`config.mk`:
```
export PLATFORM = sky130hd
export DESIGN_NAME = pipeir_queue
export DESIGN_NICKNAME = d
export VERILOG_FILES = /design/src/rtl/pipeir_queue.sv
export SDC_FILE = /design/constraint.sdc
export NUM_CORES = 1
export LEC_CHECK = 0
export ABC_AREA = 1
export CAP_MARGIN = 25
export CORE_MARGIN = 5
export CORE_UTILIZATION = 50
export DETAILED_ROUTE_END_ITERATION = 10
export PLACE_DENSITY = 0.82
export SYNTH_ARGS = -nofsm -noshare
export SYNTH_HDL_FRONTEND = slang
export SYNTH_SLANG_ARGS = --single-unit
```
`constraint.sdc`:
```
create_clock -name clock -period 4.75 [get_ports clock]
set_input_delay 0.95 -clock clock [delete_from_list [all_inputs] [get_ports clock]]
set_output_delay 0.95 -clock clock [all_outputs]
set_load 0.05 [all_outputs]
```
`src/rtl/pipeir_queue.sv`:
```
// IF/ID pipeline register fronted by a DEPTH-entry instruction FIFO, so decode
// stalls back-pressure fetch only once the queue is full.
module pipeir_queue #(
    parameter int              PC_W  = 32,
    parameter int              INS_W = 32,
    parameter int              DEPTH = 4,
    parameter logic [INS_W-1:0] NOP  = '0
) (
    input  logic                   clock,
    input  logic                   resetn,
    input  logic                   f_valid,
    input  logic [PC_W-1:0]        f_pc4,
    input  logic [INS_W-1:0]       f_ins,
    output logic                   f_ready,
    input  logic                   wpcir,
    input  logic                   flush,
    output logic [PC_W-1:0]        dpc4,
    output logic [INS_W-1:0]       inst,
    output logic                   d_valid,
    output logic [$clog2(DEPTH):0] count
);
    localparam int AW = $clog2(DEPTH);
    localparam int CW = AW + 1;

    logic [PC_W-1:0]  r_mem_pc  [DEPTH];
    logic [INS_W-1:0] r_mem_ins [DEPTH];
    logic [AW-1:0]    r_rd;
    logic [AW-1:0]    r_wr;
    logic [CW-1:0]    r_count;
    logic [PC_W-1:0]  r_dpc4;
    logic [INS_W-1:0] r_inst;
    logic             r_dvalid;

    logic w_empty;
    logic w_ready;
    logic w_accept;
    logic w_pop;
    logic w_push;

    // f_ready is a pure function of occupancy so fetch sees no combinational path.
    assign w_empty  = (r_count == '0);
    assign w_ready  = (r_count < CW'(DEPTH));
    assign w_accept = f_valid && w_ready && !flush;
    assign w_pop    = !flush && wpcir && !w_empty;
    // An empty queue with decode advancing bypasses straight to the output register.
    assign w_push   = w_accept && !(wpcir && w_empty);

    always_ff @(posedge clock) begin
        if (w_push) begin
            r_mem_pc[r_wr]  <= f_pc4;
            r_mem_ins[r_wr] <= f_ins;
        end
    end

    always_ff @(posedge clock or negedge resetn) begin
        if (!resetn) begin
            r_dpc4   <= '0;
            r_inst   <= NOP;
            r_dvalid <= 1'b0;
            r_rd     <= '0;
            r_wr     <= '0;
            r_count  <= '0;
        end else if (flush) begin
            r_dpc4   <= '0;
            r_inst   <= NOP;
            r_dvalid <= 1'b0;
            r_rd     <= '0;
            r_wr     <= '0;
            r_count  <= '0;
        end else begin
            if (wpcir) begin
                if (!w_empty) begin
                    r_dpc4   <= r_mem_pc[r_rd];
                    r_inst   <= r_mem_ins[r_rd];
                    r_dvalid <= 1'b1;
                end else if (w_accept) begin
                    r_dpc4   <= f_pc4;
                    r_inst   <= f_ins;
                    r_dvalid <= 1'b1;
                end else begin
                    r_dpc4   <= '0;
                    r_inst   <= NOP;
                    r_dvalid <= 1'b0;
                end
            end
            if (w_pop)  r_rd <= r_rd + AW'(1);
            if (w_push) r_wr <= r_wr + AW'(1);
            case ({w_push, w_pop})
                2'b10:   r_count <= r_count + CW'(1);
                2'b01:   r_count <= r_count - CW'(1);
                default: r_count <= r_count;
            endcase
        end
    end

    assign f_ready = w_ready;
    assign dpc4    = r_dpc4;
    assign inst    = r_inst;
    assign d_valid = r_dvalid;
    assign count   = r_count;
endmodule
```
==> impl_metrics.py, run 1 <==
metrics = {
    "worst_setup_path": {
        "rrSetupSlack_ns": 1.92,
        "arrival_ns": 3.53,
        "cpPeakStageDelay_ns": 0.56,
        "worstPathRequired_ns": 5.09,
        "crit_fanout": 68,
        "critPathKind": "in2reg",
        "cpMostUsedCell": "nand2_1",
        "cp_cell_sequence": "clkdlybuf4s50_1 > inv_2 > nor2_4 > buf_4 > nand2_4 > nand2_1 > nand2_1 > nand2_1 > o31ai_1",
        "start_kind": "primary input",
        "end_kind": "register",
        "critPathSlowestCell": "nand2_4",
    },
    "sta": {
        "tightest_slew_ns": 1.04,
        "min_period_over_period": 0.670,
        "skew_ns": 0.0133,
        "finalHoldViolCount": 0,
        "setup_tns_ns": 0,
        "rsz0062_at_grt": "false",
        "slew_violations": 0,
        "relSlewSlack": 0.308,
        "fmax_mhz": 314,
        "setup_viol": 0,
        "period_needed_ns": 3.18,
    },
    "detailed_routing": {
        "drcViolationCount": 0,
        "avgViaCountPerCell": 5.52,
        "ant_nets": 0,
        "wl_per_cell_um": 18.4,
        "vias": 9843,
        "drtPass1Iterations": 5,
        "first_iter_violations": 941,
        "drt-total-wl_um": 32700,
    },
    "synthesis": {
        "async_flop_share": 0.220,
        "ys.flop_type": "edfxtp_1",
        "synth_top_area_frac": 0.561,
        "synth_area_per_cell_sq_um": 10.5,
        "yosysMostFrequentCell": "nand2_1",
        "synth-edff-count": 256,
        "syn-cell-area_sq_um": 13700,
        "ys_seq_area_frac": 0.693,
        "synthTopCellsByArea": "edfxtp_1, nand2_1, dfrtp_1",
        "yosys.area.top_type": "edfxtp_1",
        "syn-num-nets": 1382,
        "syn-instance-count": 1308,
        "ys_warn_count": 0,
        "ys_ff_latch": 328,
        "synthDistinctLibCells": 22,
        "synth_top_cells_by_count": "nand2_1, nand3_1, edfxtp_1",
    },
    "final_layout": {
        "fill_cells": 2039,
        "drive_above_1_share": 0.0652,
        "multi_input_area_sq_um": 3770,
        "syn_to_final_growth_pct": 20.7,
        "ff_latch_area_sq_um": 9490,
        "finalNetCount": 1489,
    },
    "clock_network": {
        "cts.htree.levels": 2,
        "ctsLongestPathBuffers": 3,
        "cts_tree": "built",
        "cts.sinks": 328,
        "post_cts_resized": 0,
        "post-cts-setup-buffers": 0,
        "cts-buffers-inserted": 34,
        "clkTransAtPathRegs_ns": 0.06,
        "hold_buffers": 0,
        "clkLatencyLatePin_ns": 0.50,
        "cts_root_buf": "clkbuf_16",
    },
    "flow_run": {
        "cap_violations": 0,
    },
    "grt": {
        "antenna_found_initial": 1,
        "grt_pass1_vias": 10100,
        "grt_max_degree": 93,
        "track_usage": 0.214,
        "grt-ovfl-total": 0,
        "grt_pass1_wl_um": 52700,
    },
    "power_and_ir_drop": {
        "p_per_area_nw_per_um2": 547,
        "power.total_uw": 9050,
        "p_comb_frac": 0.288,
        "power.switching_uw": 3110,
        "pwr-share-seq": 0.400,
        "internal_power_uw": 5930,
        "vdd_drop_max_v": 0.000343,
        "leakage_uw": 0.00687,
        "p_clk_frac": 0.312,
        "swShare": 0.344,
    },
    "worst_hold_path": {
        "hold_path_class": "in2async",
    },
    "run_status": {
        "status": "finished, final reports clean",
    },
    "floorplan": {
        "dieWidth_um": 175,
        "std_cell_rows": 60,
        "die_area_sq_um": 30800,
        "io_pins": 138,
        "initial_core_util": 0.508,
        "die_h_um": 175,
        "core_area_sq_um": 27000,
    },
    "place": {
        "gp_congestion": 0.742,
        "port_buffers": 137,
        "dp_hpwl_um": 17800,
    },
}
## flip-flops by register name, summed over array words and instances (netlist names)
signal / count
count: 3
inst: 32
r_rd: 2
dpc4: 32
r_mem_ins: 128
r_wr: 2
r_mem_pc: 128
d_valid: 1
## worst max-delay path, delay by kind of cell
family | cells | cell delay [ns]
buffers and inverters | 3 | 1.26
AOI/OAI and AO/OA | 1 | 0.08
and+or+nand+nor | 5 | 1.21
## power groups by stage
| stage | registers (uW) | logic, uW | clock network [uW] |
|---|---|---|---|
| 6_report | 3610 | 2610 | 2820 |
| 5_1_grt | 3650 | 2850 | 2990 |
| 4_1_cts | 3610 | 2630 | 2850 |
| 3_5_place_dp | 3670 | 2610 | 0 |
| 3_3_place_gp | 3660 | 2560 | 0 |
| 2_1_floorplan | 4220 | 1200 | 0 |
## final cells by class
cell class,instances,share of cell area
Sequential cell,328,0.574
Clock inverter,20,0.0139
Clock buffer,42,0.0596
Timing Repair Buffer,154,0.0940
Multi-Input combinational cell,878,0.228
Antenna cell,1,0.000151
Tap cell,341,0.0258
Inverter,19,0.00446
## layout by cell type, fill, tap and decap left out
cell type          n
nor2_4             6
ha_1               4
inv_1             14
o31ai_1            1
dfrtp_4            1
inv_4              1
fa_1               1
clkinvlp_4         2
bufinv_16          5
o21ai_0            6
clkbuf_1           1
buf_4             14
buf_16             1
nor2_1             1
dfrtp_2            1
diode_2            1
o21ai_2            1
nand4_1            1
nand2_4            2
buf_12             3
nand2_1          588
edfxtp_1         256
o211ai_1           1
nand2_2            1
clkinv_1           3
clkinv_4           1
clkbuf_16         37
inv_2              4
clkbuf_8           4
clkdlybuf4s50_1  136
dfrtp_1           70
a21oi_1            1
nand3_2            1
nand3_1          263
clkinv_2           9
## metrics by stage
step	util	std cells	setup slack, ns	cell area, sq um	hold slack, ns
finish	0.614	1783	1.57	16500	0.341
detailed placement	0.567	1719	1.07	15300	0.494
floorplan	-	1308	0.188	13700	0.529
CTS	0.612	1781	1.59	16500	0.513
global placement	0.567	1719	1.16	15300	0.492
global route	0.614	1783	1.40	16500	0.355
## cell families (layout without fill, tap and decap cells)
kind of cell	Yosys count	count (layout)	share of synthesized area
AO/OA/AOI/OAI	10	10	0.00429
buffers and inverters	102	235	0.0354
AND/OR/NAND/NOR	863	863	0.262
other	0	1	0
adder cells (fa/ha/maj)	5	5	0.00512
flip-flops	328	328	0.693
## path summary, 6_finish.rpt
path | endpoint | from | depth (start not counted)
worst min register to register | inst[22] | inst[22] | 2
worst max register to register | r_mem_pc[0][12] | count[1] | 5
min in group clock | inst[22] | inst[22] | 2
worst min-delay path | inst[12] | resetn | 1
max in group asynchronous | r_rd[0] | resetn | 2
worst max-delay path | r_rd[1] | wpcir | 9
## metal layers
metal	up-vias	part of all wire	GRT usage
met3	61	0.082	0.0454
met4	0	0.024	0.0686
met5	-	0	0
met1	4725	0.40	0.266
li1	4628	-	-
met2	429	0.50	0.375
(Power assumes the default switching activity.)
==> inputs of run 2 (changes only) <==
- PLACE_DENSITY: 0.82 -> 0.85
- clock period: 4.75 -> 2.9 ns (I/O delays scaled with it)
==> run 2 against run 1 <==
Net effect:
- final area up 0.69%
- hold slack worse by 0.21 ns
- wire length down 1.3%
- combinational power up 65%
- register-to-register slack worse by 1.2 ns
- sequential share of layout area down 0.39 points
- count of clock-buffer cells in the layout up 6
- cell count up 0.45%
- power up 63%
- critical endpoint is now f_ready
- largest power group unchanged
==> impl_metrics.py, run 2 (synthesis results as in run 1) <==
metrics = {
    "clock_network": {
        "cts_tree": "built",
        "post-cts-setup-buffers": 0,
        "clkLatencyLatePin_ns": 0.50,
        "hold_buffers": 0,
        "post_cts_resized": 0,
        "cts.htree.levels": 2,
        "clkTransAtPathRegs_ns": 0.06,
        "cts_root_buf": "clkbuf_16",
        "cts-buffers-inserted": 35,
        "ctsLongestPathBuffers": 3,
        "cts.sinks": 328,
    },
    "grt": {
        "grt_max_degree": 74,
        "grt-ovfl-total": 0,
        "grt_pass1_wl_um": 51300,
        "antenna_found_initial": 1,
        "grt_pass1_vias": 9939,
        "track_usage": 0.207,
    },
    "sta": {
        "rsz0062_at_grt": "false",
        "setup_viol": 0,
        "min_period_over_period": 0.833,
        "finalHoldViolCount": 0,
        "skew_ns": 0.0172,
        "final.setup.worst_slack_ns": 0.484,
        "fmax_mhz": 414,
        "tightest_slew_ns": 0.862,
        "period_needed_ns": 2.42,
        "relSlewSlack": 0.425,
        "slew_violations": 0,
    },
    "worst_setup_path": {
        "crit_fanout": 4,
        "cpPeakStageDelay_ns": 0.81,
        "rrSetupSlack_ns": 0.75,
        "critPathSlowestCell": "clkdlybuf4s50_1",
        "r2r_start": "count[1]",
        "r2r_end": "r_mem_ins[3][19]",
        "worstPathRequired_ns": 2.32,
        "start_kind": "register",
        "cp_cell_sequence": "inv_2 > clkdlybuf4s50_1",
        "arrival_ns": 1.84,
        "r2r_cells": 5,
        "critPathKind": "reg2out",
        "end_kind": "primary output",
    },
    "detailed_routing": {
        "ant_nets": 0,
        "wl_per_cell_um": 18.0,
        "avgViaCountPerCell": 5.52,
        "drtPass1Iterations": 6,
        "drt-total-wl_um": 32300,
        "vias": 9886,
        "first_iter_violations": 895,
        "drcViolationCount": 0,
    },
    "power_and_ir_drop": {
        "internal_power_uw": 9750,
        "power.switching_uw": 5020,
        "power.total_uw": 14800,
        "p_clk_frac": 0.309,
        "pwr-share-seq": 0.400,
        "p_per_area_nw_per_um2": 887,
        "swShare": 0.340,
        "p_comb_frac": 0.292,
        "leakage_uw": 0.00691,
        "vdd_drop_max_v": 0.000497,
    },
    "place": {
        "post-place-ws_ns": 0.438,
        "gp_congestion": 0.793,
        "dp.cells": 1728,
        "dp_hpwl_um": 18400,
        "port_buffers": 137,
    },
    "final_layout": {
        "post-route-util": 0.618,
        "diodes": 0,
        "ff_latch_area_sq_um": 9490,
        "syn_to_final_growth_pct": 21.6,
        "layout_commonest_cell": "nand2_1",
        "drive_above_1_share": 0.0662,
        "multi_input_area_sq_um": 3760,
        "final_cell_mix": "nand2_1, nand3_1, edfxtp_1",
        "reg.largest.list": "r_mem_ins: 128 flops, r_mem_pc: 128 flops",
        "final_cells": 1791,
        "finalNetCount": 1498,
        "fill_cells": 1999,
    },
    "run_status": {
        "status": "finished, final reports clean",
    },
    "flow_run": {
        "cap_violations": 0,
    },
    "floorplan": {
        "dieWidth_um": 175,
        "core_area_sq_um": 27000,
        "die_area_sq_um": 30800,
        "io_pins": 138,
        "std_cell_rows": 60,
        "die_h_um": 175,
        "initial_core_util": 0.508,
    },
    "worst_hold_path": {
        "hold_path_class": "in2async",
    },
}
## run 2: area by class of cell
type	count	area share
flip-flops and latches	328	0.570
multi-input cells	878	0.226
repair buffers	162	0.102
clock buffers	48	0.0599
well taps	341	0.0256
clock inverters	15	0.0119
inverters	19	0.00443
## run 2: worst max path at each step
stage | cells past startpoint | slack, ns | startpoint | end
after detailed placement | 5 | 0.44 | flush | r_mem_ins[3][4]
after floorplan | 6 | -0.60 | count[2] | r_mem_ins[0][0]
final | 2 | 0.48 | count[2] | f_ready
after global routing | 2 | 0.42 | count[2] | f_ready
after CTS | 2 | 0.47 | count[2] | f_ready
after global placement | 5 | 0.46 | flush | r_mem_ins[3][6]
## run 2: critical path: cells and delay by family, from the launching register on
family,cells,cell delay (ns)
buffers and inverters,2,0.93
flip-flops,1,0.41
## run 2: metrics by stage
| step | area (sq um) | setup TNS, ns | hold WS [ns] |
|---|---|---|---|
| final | 16600 | 0 | 0.126 |
| after detailed placement | 15500 | 0 | 0.494 |
| after floorplan | 13700 | -153.78 | 0.284 |
| after global routing | 16600 | 0 | 0.157 |
| after CTS | 16600 | 0 | 0.139 |
| after global placement | 15500 | 0 | 0.496 |
## run 2: routing by layer
metal | GRT usage | share of wire
met5 | 0 | 0.00040
met4 | 0.0796 | 0.032
met3 | 0.0379 | 0.076
met2 | 0.365 | 0.51
met1 | 0.256 | 0.38
## run 2: power by group through the flow
stage / combinational, uW / clock [uW] / sequential (uW)
global route: 4710 / 4830 / 5960
global placement: 4200 / 0 / 5980
finish: 4310 / 4560 / 5910
detailed placement: 4320 / 0 / 5990
floorplan: 1960 / 0 / 6890
CTS: 4350 / 4620 / 5910
